## src/rtl/coder_arbiter_if.sv

```systemverilog
// Bus bundle between the requesters, the shared Golay coder and coder_arbiter.
// The arbiter attaches through the slave modport. The environment (requesters
// plus coder) attaches through the master modport.
interface coder_arbiter_if #(
  parameter int NUM_REQ = 4
);
  localparam int ID_W = $clog2(NUM_REQ);

  logic [NUM_REQ-1:0]    req;
  logic [12*NUM_REQ-1:0] req_data;
  logic [NUM_REQ-1:0]    req_ack;
  logic                  rsp_valid;
  logic [ID_W-1:0]       rsp_id;
  logic [23:0]           rsp_code;
  logic                  rsp_err;
  logic                  busy;
  logic                  coder_enable;
  logic [11:0]           coder_input;
  logic [23:0]           coder_output;
  logic                  coder_ready;
  logic                  coder_finish;

  modport master (
    output req, req_data, coder_output, coder_ready, coder_finish,
    input  req_ack, rsp_valid, rsp_id, rsp_code, rsp_err, busy,
           coder_enable, coder_input
  );

  modport slave (
    input  req, req_data, coder_output, coder_ready, coder_finish,
    output req_ack, rsp_valid, rsp_id, rsp_code, rsp_err, busy,
           coder_enable, coder_input
  );
endinterface

```

## src/rtl/coder_arbiter.sv

```systemverilog
// Round-robin sharing of one 12->24 bit Golay coder among NUM_REQ requesters.
// The winner's word goes to the coder. When the coder finishes, the codeword is
// returned tagged with the requester id. A watchdog turns a coder that never
// finishes into an error response. Every output is registered.
module coder_arbiter #(
  parameter int NUM_REQ = 4,
  parameter int TIMEOUT = 15
) (
  input  logic            clk,
  input  logic            reset,
  coder_arbiter_if.slave  bus
);
  localparam int ID_W = $clog2(NUM_REQ);

  typedef enum logic [1:0] {IDLE, WAIT, RECOVER} state_t;

  state_t              state, state_next;
  logic [ID_W-1:0]     last_grant, last_grant_next;
  logic [ID_W-1:0]     grant_id, grant_id_next;
  logic [ID_W-1:0]     winner;
  logic [7:0]          wdog, wdog_next;
  logic [NUM_REQ-1:0]  req_ack, req_ack_next;
  logic                coder_enable, coder_enable_next;
  logic [11:0]         coder_input, coder_input_next;
  logic                rsp_valid, rsp_valid_next;
  logic [ID_W-1:0]     rsp_id, rsp_id_next;
  logic [23:0]         rsp_code, rsp_code_next;
  logic                rsp_err, rsp_err_next;
  logic                busy, busy_next;

  // First set request found scanning upward from the slot after the last grant.
  // The loop runs from the far end down, so the nearest candidate is assigned last and wins.
  function automatic logic [ID_W-1:0] pick(input logic [NUM_REQ-1:0] r,
                                           input logic [ID_W-1:0]    last);
    logic [ID_W-1:0] w;
    int              idx;
    w = last;
    for (int k = NUM_REQ; k >= 1; k--) begin
      idx = (int'(last) + k) % NUM_REQ;
      if (r[idx]) w = ID_W'(idx);
    end
    return w;
  endfunction

  assign winner = pick(bus.req, last_grant);

  assign bus.req_ack      = req_ack;
  assign bus.coder_enable = coder_enable;
  assign bus.coder_input  = coder_input;
  assign bus.rsp_valid    = rsp_valid;
  assign bus.rsp_id       = rsp_id;
  assign bus.rsp_code     = rsp_code;
  assign bus.rsp_err      = rsp_err;
  assign bus.busy         = busy;

  // State and registered outputs. Reset aborts any in-flight word and restores req 0 priority.
  always_ff @(posedge clk or posedge reset) begin
    if (reset) begin
      state        <= IDLE;
      last_grant   <= ID_W'(NUM_REQ - 1);
      grant_id     <= '0;
      wdog         <= '0;
      req_ack      <= '0;
      coder_enable <= 1'b0;
      coder_input  <= '0;
      rsp_valid    <= 1'b0;
      rsp_id       <= '0;
      rsp_code     <= '0;
      rsp_err      <= 1'b0;
      busy         <= 1'b0;
    end else begin
      state        <= state_next;
      last_grant   <= last_grant_next;
      grant_id     <= grant_id_next;
      wdog         <= wdog_next;
      req_ack      <= req_ack_next;
      coder_enable <= coder_enable_next;
      coder_input  <= coder_input_next;
      rsp_valid    <= rsp_valid_next;
      rsp_id       <= rsp_id_next;
      rsp_code     <= rsp_code_next;
      rsp_err      <= rsp_err_next;
      busy         <= busy_next;
    end
  end

  // Next state and next outputs. The ack, enable and valid signals default low, which makes them one-cycle pulses.
  always_comb begin
    state_next        = state;
    last_grant_next   = last_grant;
    grant_id_next     = grant_id;
    wdog_next         = wdog;
    req_ack_next      = '0;
    coder_enable_next = 1'b0;
    coder_input_next  = coder_input;
    rsp_valid_next    = 1'b0;
    rsp_id_next       = rsp_id;
    rsp_code_next     = rsp_code;
    rsp_err_next      = rsp_err;

    case (state)
      IDLE: begin
        // A finish still high here is stale, so wait until the coder is clean.
        if (|bus.req && bus.coder_ready && !bus.coder_finish) begin
          coder_input_next     = bus.req_data[12*winner +: 12];
          coder_enable_next    = 1'b1;
          req_ack_next[winner] = 1'b1;
          grant_id_next        = winner;
          last_grant_next      = winner;
          wdog_next            = '0;
          state_next           = WAIT;
        end
      end
      WAIT: begin
        if (bus.coder_finish) begin
          rsp_code_next  = bus.coder_output;
          rsp_id_next    = grant_id;
          rsp_err_next   = 1'b0;
          rsp_valid_next = 1'b1;
          state_next     = RECOVER;
        end else begin
          wdog_next = wdog + 8'd1;
          if (wdog == 8'(TIMEOUT - 1)) begin
            rsp_code_next  = '0;
            rsp_id_next    = grant_id;
            rsp_err_next   = 1'b1;
            rsp_valid_next = 1'b1;
            state_next     = IDLE;
          end
        end
      end
      RECOVER: begin
        if (bus.coder_ready && !bus.coder_finish) state_next = IDLE;
      end
      default: state_next = IDLE;
    endcase

    busy_next = (state_next != IDLE);
  end
endmodule
```

## src/flat_wrapper.sv

```systemverilog
// flat-port wrapper written by rule: the top's interface ports become plain ports
module coder_arbiter_flat 
#(
  parameter int NUM_REQ = 4,
  parameter int TIMEOUT = 15
)
  (clk, reset, bus_req, bus_req_data, bus_coder_output, bus_coder_ready, bus_coder_finish, bus_req_ack, bus_rsp_valid, bus_rsp_id, bus_rsp_code, bus_rsp_err, bus_busy, bus_coder_enable, bus_coder_input);
  coder_arbiter_if #(.NUM_REQ(NUM_REQ)) bus_i ();
  input  logic clk;
  input  logic reset;
  input wire logic [$bits(bus_i.req)-1:0] bus_req;
  input wire logic [$bits(bus_i.req_data)-1:0] bus_req_data;
  input wire logic [$bits(bus_i.coder_output)-1:0] bus_coder_output;
  input wire logic [$bits(bus_i.coder_ready)-1:0] bus_coder_ready;
  input wire logic [$bits(bus_i.coder_finish)-1:0] bus_coder_finish;
  output wire logic [$bits(bus_i.req_ack)-1:0] bus_req_ack;
  output wire logic [$bits(bus_i.rsp_valid)-1:0] bus_rsp_valid;
  output wire logic [$bits(bus_i.rsp_id)-1:0] bus_rsp_id;
  output wire logic [$bits(bus_i.rsp_code)-1:0] bus_rsp_code;
  output wire logic [$bits(bus_i.rsp_err)-1:0] bus_rsp_err;
  output wire logic [$bits(bus_i.busy)-1:0] bus_busy;
  output wire logic [$bits(bus_i.coder_enable)-1:0] bus_coder_enable;
  output wire logic [$bits(bus_i.coder_input)-1:0] bus_coder_input;
  assign bus_i.req = bus_req;
  assign bus_i.req_data = bus_req_data;
  assign bus_i.coder_output = bus_coder_output;
  assign bus_i.coder_ready = bus_coder_ready;
  assign bus_i.coder_finish = bus_coder_finish;
  assign bus_req_ack = bus_i.req_ack;
  assign bus_rsp_valid = bus_i.rsp_valid;
  assign bus_rsp_id = bus_i.rsp_id;
  assign bus_rsp_code = bus_i.rsp_code;
  assign bus_rsp_err = bus_i.rsp_err;
  assign bus_busy = bus_i.busy;
  assign bus_coder_enable = bus_i.coder_enable;
  assign bus_coder_input = bus_i.coder_input;
  coder_arbiter #(.NUM_REQ(NUM_REQ), .TIMEOUT(TIMEOUT)) u_core (.clk(clk), .reset(reset), .bus(bus_i));
endmodule
```

## config.mk

```make
export PLATFORM = sky130hd
export DESIGN_NAME = coder_arbiter_flat
export DESIGN_NICKNAME = d
export VERILOG_FILES = /design/src/rtl/coder_arbiter_if.sv /design/src/rtl/coder_arbiter.sv /design/src/flat_wrapper.sv
export SDC_FILE = /design/constraint.sdc
export NUM_CORES = 1
export LEC_CHECK = 0
export CELL_PAD_IN_SITES_DETAIL_PLACEMENT = 1
export CELL_PAD_IN_SITES_GLOBAL_PLACEMENT = 1
export CORE_UTILIZATION = 31
export CTS_CLUSTER_DIAMETER = 200
export DETAILED_ROUTE_END_ITERATION = 6
export HOLD_SLACK_MARGIN = 0.03
export PLACE_DENSITY_LB_ADDON = 0.1
export SYNTH_ARGS = -nofsm -noshare
export SYNTH_HDL_FRONTEND = slang
export SYNTH_SLANG_ARGS = --single-unit
```

## constraint.sdc

```tcl
create_clock -name clk -period 2.3 [get_ports clk]
set_clock_uncertainty 0.2 [all_clocks]
set_input_delay 0.46 -clock clk [delete_from_list [all_inputs] [get_ports clk]]
set_output_delay 0.46 -clock clk [all_outputs]
set_load 0.02 [all_outputs]
```

[Word level (Yosys, flattened, before mapping)]
Cells that the tools add are included.
Storage, ports and cells
  register bits: 60
  bits of input ports: 80
  output and inout bits: 46
  word-level logic and storage cells: 90
Cells by class
  add/subtract/negate cells: 5
  $mul: 1
  order comparisons: 6
  eq/ne operators: 5
  shift-type cells: 1
  multiplexer cells: 39
  bitwise operators: 4
  reduce and logical (&&, ||, !) cells: 17
Operator list (count)
  24-bit 2-to-1 mux: 2
  48-bit by 7-bit indexed part select with 12-bit output: 1
  2-bit 2-to-1 mux: 10
  3-bit by 4-bit < comparator with 1-bit output (second input constant): 4
  1-bit 2-to-1 mux: 16
  8-bit 2-to-1 mux: 2
  8-bit case mux with 2 select lines: 1
  8-bit by 1-bit adder with 8-bit output (second input constant): 1
  1-bit binary-select mux with 2-bit select: 4
  8-bit by 4-bit equality test with 1-bit output (second input constant): 1
  4-bit 2-to-1 mux: 2
  2-bit OR reduction: 4
  2-bit case mux with 3 select lines: 1
  2-bit nonzero test: 3
  2-bit by 1-bit adder with 2-bit output (second input constant): 2
  2-bit adder (second input constant): 2
  1-bit AND (first input constant): 4
  1-bit logical AND: 4
  2-bit by 2-bit multiplier with 4-bit output (first input constant): 1
  2-bit AND reduction: 2
  4-bit OR reduction: 1
  2-bit by 3-bit < comparator with 1-bit output (second input constant): 1
  3-bit AND reduction: 1
  1-bit demux with 2-bit select: 1
  7 further kinds: 7

[Depth between registers and ports, before layout]
Gate-level depths: netlist of run 1.
  depth after elaboration: 16
  depth in mapped cells: 7
  mapped depth without buffers: 6

[Worst setup path after synthesis of run 1]
OpenSTA, ideal clock, no wires.
  path kind: register -> register
  start point: register u_core.last_grant[1]
  end point: register u_core.coder_input[1] (netlist: u_core.bus.coder_input[1])
  setup time: 134 ps
  data arrival time: 1635 ps
  data required time: 1966 ps
  path slack: 331 ps
  cell stages (with the launch flop): 8
  buffers on the path: 2
  period minus slack after synthesis: 1969 ps
  cell sequence: dfstp_2 -> buf_6 -> nand2_2 -> a31o_1 -> a21oi_4 -> buf_8 -> mux2i_1 -> o22ai_2
Between the ends
  cells in the longest elaborated chain, start to end: 10
  elaborated cells between the ends (all ways): 22
RTL lines
  start, declared: line coder_arbiter.sv:18  | logic [ID_W-1:0] last_grant, last_grant_next;
  start signal, assigned: line coder_arbiter.sv:60  | last_grant <= ID_W'(NUM_REQ - 1);
  start signal, assigned: line coder_arbiter.sv:73  | last_grant <= last_grant_next;
  2-bit by 1-bit adder with 2-bit output: line coder_arbiter.sv:39  | idx = (int'(last) + k) % NUM_REQ;
  1-bit binary-select mux with 2-bit select: line coder_arbiter.sv:40  | if (r[idx]) w = ID_W'(idx);
  1-bit 2-to-1 mux (implied by the code) (2 in series): line coder_arbiter.sv:40
  2-bit 2-to-1 mux (3 in series): line coder_arbiter.sv:40
  2-bit 2-to-1 mux (*): line coder_arbiter.sv:40
  2-bit by 2-bit multiplier with 4-bit output (*): line coder_arbiter.sv:105  | coder_input_next = bus.req_data[12*winner +: 12];
  48-bit by 7-bit indexed part select with 12-bit output (*): line coder_arbiter.sv:105
  end signal, assigned: line coder_arbiter.sv:78  | coder_input <= coder_input_next;
  end, declared: line coder_arbiter.sv:24  | logic [11:0] coder_input, coder_input_next;
Every way passes the cells marked *; elsewhere a longest branch is shown, timed or not. The select of a mux whose other input is x is not followed.
A chain may end at the register's enable or synchronous reset.

[Worst setup path in the final report of run 1]
  start point: input port bus_req[3]
  end point: register u_core.coder_input[3] (netlist: u_core.bus.coder_input[3])
Between the ends
  cells in the longest elaborated chain, start to end: 9
  elaborated cells between the ends (all ways): 22
RTL lines
  start, declared: line flat_wrapper.sv:11  | input wire logic [$bits(bus_i.req)-1:0] bus_req;
  1-bit binary-select mux with 2-bit select: line coder_arbiter.sv:40
  1-bit 2-to-1 mux (implied by the code) (2 in series): line coder_arbiter.sv:40
  2-bit 2-to-1 mux (4 in series): line coder_arbiter.sv:40
  2-bit by 2-bit multiplier with 4-bit output: line coder_arbiter.sv:105
  48-bit by 7-bit indexed part select with 12-bit output: line coder_arbiter.sv:105
Parallel ways exist; a longest one is shown, timed or not. The select of a mux whose other input is x is not followed.

==> results of run 1 <==
cells in the mapped netlist (3+ instances only):
cell,number,area share (%)
a21oi_1,7,1.3
a221oi_1,11,3.5
a22o_1,24,7.5
buf_2,6,1.1
buf_6,3,1.2
clkbuf_1,3,0.40
dfrtp_1,58,52
inv_1,7,0.94
mux2i_1,13,4.7
nand2_1,8,1.1
nand2b_1,5,1.1
nand3_1,3,0.54
nor2_1,19,2.6
o21ai_0,7,1.3
o21ai_1,4,0.72
o22ai_2,9,4.0
xor2_1,4,1.3
final cells by class:
class | instances | share of cell area, %
Inverter | 8 | 0.719
Tap cell | 108 | 2.99
Clock buffer | 12 | 3.43
Timing Repair Buffer | 147 | 32.9
Clock inverter | 4 | 1.05
Sequential cell | 60 | 33.2
Multi-Input combinational cell | 153 | 25.6
flip-flops by register name, summed over array words and instances, names as in the netlist:
signal and cells:
u_core.bus.busy 1, u_core.bus.coder_enable 1, u_core.bus.coder_input 12, u_core.bus.req_ack 4, u_core.bus.rsp_code 24, u_core.bus.rsp_err 1, u_core.bus.rsp_id 2, u_core.bus.rsp_valid 1
u_core.grant_id 2, u_core.last_grant 2, u_core.state 2, u_core.wdog 8
layout by cell type (no fill, tap or decap), drive strengths merged, types with 11 or more instances in the layout:
| cell | netlist | layout |
|---|---|---|
| a221oi | 11 | 11 |
| a22o | 24 | 24 |
| buf | 10 | 22 |
| clkbuf | 3 | 12 |
| clkdlybuf4s50 | 0 | 125 |
| dfrtp | 58 | 58 |
| mux2i | 13 | 13 |
| nand2 | 11 | 11 |
| nor2 | 19 | 19 |
| o21ai | 12 | 12 |
| o22ai | 11 | 11 |
final timing paths:
path	start	to	slack [ps]	cells after the start
worst min-delay path	reset	u_core.bus.rsp_err$_DFFE_PP0P_	170	2
worst max register to register	u_core.last_grant[1]$_DFFE_PP1P_	u_core.bus.coder_input[1]$_DFFE_PP0P_	280	6
min in group clk	u_core.grant_id[1]$_DFFE_PP0P_	u_core.grant_id[1]$_DFFE_PP0P_	290	2
max in group asynchronous	reset	u_core.bus.rsp_code[18]$_DFFE_PP0P_	1190	3
worst min register to register	u_core.grant_id[1]$_DFFE_PP0P_	u_core.grant_id[1]$_DFFE_PP0P_	290	2
worst max-delay path	bus_req[3]	u_core.bus.coder_input[3]$_DFFE_PP0P_	160	6
routing by layer:
layer	vias up	wire, um	track usage [%]
met2	98	3990	29.4
met4	0	217	9.30
li1	1156	-	-
met5	-	0	0
met3	15	438	3.76
met1	1245	3520	23.9
stage by stage:
stage	util [%]	instances
global placement	49.6	476
global route	51.9	492
finish	51.9	492
floorplan	-	234
CTS	51.9	492
detailed placement	49.6	476
where the power goes:
part,internal [mW],switching [mW]
Clock,0.556,0.407
Combinational,1.36,1.23
Sequential,1.48,0.263
Total,3.39,1.90
critical path, delay by kind of cell:
| kind | cells | cell delay (ps) |
|---|---|---|
| compound gates | 4 | 670 |
| simple gates | 1 | 530 |
| buf+inv | 1 | 520 |
logic make-up (layout without fill, tap and decap cells):
kind of cell	after synthesis	after routing	synth area share [%]
AO/OA/AOI/OAI	74	74	22.4
flip-flops	60	60	53.9
AND/OR/NAND/NOR	58	58	11.7
buffers and inverters	21	171	4.40
multiplexers	15	15	5.48
XOR/XNOR	4	4	1.26
adder cells (fa/ha/maj)	2	2	0.898
==> qor.yml, run 1 <==
yosys:
  synth_edf_count: 0
  yosys_warnings: 0
  syn-cell-area_um2: 2790
  synthCells: 234
  synth-async-reset-ratio_pct: 100
  ys_types: 49
  syn_nets: 316
  avgSynthCellArea_um2: 11.9
  synth_ff_type: "dfrtp_1"
  synth-seq-cells: 60
  ys_seq_area_share_pct: 53.9
routing:
  wirelength_um: 8160
  drc_errors: 0
  viasPerCell: 5.11
  drt-wirelength-per-cell_um: 16.6
  dr.first_iter.drc_count: 95
  num_vias: 2514
  postRouteAntennaNets: 0
  drt_pass1_iterations: 7
clocking:
  root_buffer: "clkbuf_8"
  path_clk_slew_ps: 70
  numCtsBuffers: 9
  ctsResizeCount: 0
  cts_max_level: 3
  clockBufferDepth: 2
  clk_latency_ps: 330
  ctsHoldBuffers: 0
  postCtsSetupBuffers: 0
  tritoncts: "yes"
  cts_sinks: 60
sta:
  min_period_over_period_pct: 93.3
  clock.fmax_ghz: 0.466
  min_period_ps: 2140
  hold_viol: 0
  tightestPinTransition_ps: 577
  relSlewSlack_pct: 61.5
  drv_slew: 0
  finalSetupViolations: 0
  rsz0062_at_grt: "false"
  timing.final.ws_setup_ps: 155
  finalSetupTns_ps: 0
  holdWs_ps: 167
grt:
  grt_max_degree: 26
  grt_pass1_wl_um: 13700
  antenna_found_initial: 0
  grt_overflow: 0
  track_usage_pct: 18.5
  grt_pass1_vias: 2667
final_layout:
  final_cell_area_um2: 4530
  fill_cells: 951
  multi_input_area_um2: 1160
  nets: 461
  syn2layout_area_growth_pct: 62.4
  diodes: 0
  seq_area_um2: 1500
  drive_gt1_share_pct: 16.1
setup_path:
  crit_path_top_delay_cell: "or4b_1"
  setup.worst_path.start_class: "input port"
  cp_data_required_time_ps: 2350
  cp_max_fo: 12
  crit_path_end_kind: "register"
  slowest_delay_ps: 530
  crit_chain: "clkdlybuf4s50_1 > or4b_1 > o21ai_1 > o21bai_2 > a221oi_1 > o22ai_2"
  arrival_ps: 2200
  path_class: "input port to register"
hold_path:
  hp-class: "input port to async pin"
outcome:
  status: "completed"
run:
  max_cap_violations: 0
pwr:
  p_leak_nw: 1.94
  p_total_mw: 5.29
  ir_worst_vdd_uv: 674
  p_per_area_nw_per_um2: 1170
floorplan:
  die-width_um: 96.8
  dieArea_um2: 9380
  rows: 34
  design.core.area_um2: 8720
  io_pins: 126
  initial_core_util_pct: 32.0
  die_y_um: 96.8
place:
  gp_congestion: 0.792
  placed_area_um2: 4320
  dp_hpwl_um: 6070
  pre_cts_slack_ps: -189
  port_buffers: 125
Power figures use the tool's default switching activity.
==> run 2: changes to the inputs <==
--- a/config.mk
+++ b/config.mk
@@ -11,6 +11,7 @@
 export CTS_CLUSTER_DIAMETER = 200
 export DETAILED_ROUTE_END_ITERATION = 6
 export HOLD_SLACK_MARGIN = 0.03
+export MAX_ROUTING_LAYER = met4
 export PLACE_DENSITY_LB_ADDON = 0.1
 export SYNTH_ARGS = -nofsm -noshare
 export SYNTH_HDL_FRONTEND = slang
==> qor.yml, run 2 (synthesized netlist as in run 1, its figures left out) <==
setup_path:
  setup.worst_path.start_class: "input port"
  path_depth: 6
  r2r_cells: 6
  arrival_ps: 2190
  r2r_slack_ps: 280
  path_class: "input port to register"
  cp_max_fo: 12
  crit_path_end_kind: "register"
  startpoint: "bus_req[3]"
  path_buf_inv: 1
  cp-endpoint: "u_core.bus.coder_input[3]$_DFFE_PP0P_"
  crit_chain: "clkdlybuf4s50_1 > or4b_1 > o21ai_1 > o21bai_2 > a221oi_1 > o22ai_2"
  timing.rr.end: "u_core.bus.coder_input[1]$_DFFE_PP0P_"
  crit_path_top_delay_cell: "or4b_1"
  cp_data_required_time_ps: 2350
  slowest_delay_ps: 530
  r2r-start: "u_core.last_grant[1]$_DFFE_PP1P_"
  crit_family: "compound AO/OA/AOI/OAI gates"
routing:
  drt-wirelength-per-cell_um: 16.7
  drc_errors: 0
  postRouteAntennaNets: 0
  num_vias: 2505
  wirelength_um: 8230
  dr.first_iter.drc_count: 67
  viasPerCell: 5.09
  drt_pass1_iterations: 6
place:
  pre_cts_slack_ps: -189
  gp_congestion: 0.803
  dp_hpwl_um: 6070
  port_buffers: 125
pwr:
  p_total_mw: 5.29
  ir_worst_vdd_uv: 676
  p_leak_nw: 1.94
  p_per_area_nw_per_um2: 1170
floorplan:
  dieArea_um2: 9380
  io_pins: 126
  design.core.area_um2: 8720
  rows: 34
  die-width_um: 96.8
  initial_core_util_pct: 32.0
  die_y_um: 96.8
sta:
  relSlewSlack_pct: 62.6
  finalSetupTns_ps: 0
  hold_viol: 0
  min_period_over_period_pct: 93.0
  timing.final.ws_setup_ps: 162
  clock.fmax_ghz: 0.468
  tightestPinTransition_ps: 560
  finalSetupViolations: 0
  drv_slew: 0
  min_period_ps: 2140
  rsz0062_at_grt: "false"
final_layout:
  syn2layout_area_growth_pct: 62.4
  top_regs: "u_core.bus.rsp_code (24), u_core.bus.coder_input (12), u_core.wdog (8)"
  drive_gt1_share_pct: 16.1
  largest_reg_flops: 24
  diodes: 0
  final_util_pct: 51.9
  final_common_cell: "clkdlybuf4s50_1"
  nets: 461
  final_cell_mix: "clkdlybuf4s50_1 (125), dfrtp_1 (58), a22o_1 (24), nor2_1 (19), buf_4 (16)"
  regMostFlops: "u_core.bus.rsp_code"
grt:
  track_usage_pct: 19.1
  grt_pass1_vias: 2669
  grt_pass1_wl_um: 13700
  grt_max_degree: 26
  antenna_found_initial: 0
  grt_overflow: 0
clocking:
  ctsResizeCount: 0
  numCtsBuffers: 9
  clk_latency_ps: 330
  clockBufferDepth: 2
  root_buffer: "clkbuf_8"
  cts_max_level: 3
  cts_sinks: 60
  postCtsSetupBuffers: 0
  ctsHoldBuffers: 0
  tritoncts: "yes"
  path_clk_slew_ps: 70
run:
  max_cap_violations: 0
outcome:
  status: "completed"
hold_path:
  hp-class: "input port to async pin"
-- run 2: cell counts in the layout (fill, tap and decap cells not counted) --
No cell type changed its count.
-- run 2: power breakdown --
part           switching, mW  internal [mW]  total, mW
Sequential             0.264           1.48       1.74
Clock                  0.407          0.556      0.963
Combinational           1.23           1.36       2.59
-- run 2: worst min-delay path by stage --
stage | startpoint | endpoint | slack (ps) | depth (start not counted)
2_1_floorplan | u_core.grant_id[1]$_DFFE_PP0P_ | u_core.grant_id[1]$_DFFE_PP0P_ | 240 | 2
6_report | reset | u_core.bus.rsp_err$_DFFE_PP0P_ | 170 | 2
3_5_place_dp | u_core.grant_id[1]$_DFFE_PP0P_ | u_core.grant_id[1]$_DFFE_PP0P_ | 280 | 2
3_3_place_gp | u_core.grant_id[1]$_DFFE_PP0P_ | u_core.grant_id[1]$_DFFE_PP0P_ | 270 | 2
5_1_grt | reset | u_core.bus.rsp_err$_DFFE_PP0P_ | 190 | 2
4_1_cts | reset | u_core.bus.rsp_id[1]$_DFFE_PP0P_ | 170 | 2
-- run 2: layer usage --
metal | GRT usage [%] | up-vias | share of wire [%]
li1 | - | 1159 | -
met1 | 23.8 | 1240 | 44
met4 | 9.30 | 0 | 2.6
met5 | - | - | 0
met3 | 3.68 | 15 | 4.9
met2 | 29.6 | 91 | 49
-- run 2: cell type report --
class                           count  area [um2]
Fill cell                         951        4190
Sequential cell                    60        1500
Timing Repair Buffer              147        1490
Multi-Input combinational cell    153        1160
Clock buffer                       12         155
Tap cell                          108         135
Clock inverter                      4        47.5
Inverter                            8        32.5
-- run 2: stage by stage --
step	hold WS, ps	std cells	area (um2)
after CTS	169	492	4530
after floorplan	242	234	2790
after global placement	272	476	4320
final	169	492	4530
after global routing	186	492	4530
after detailed placement	279	476	4320
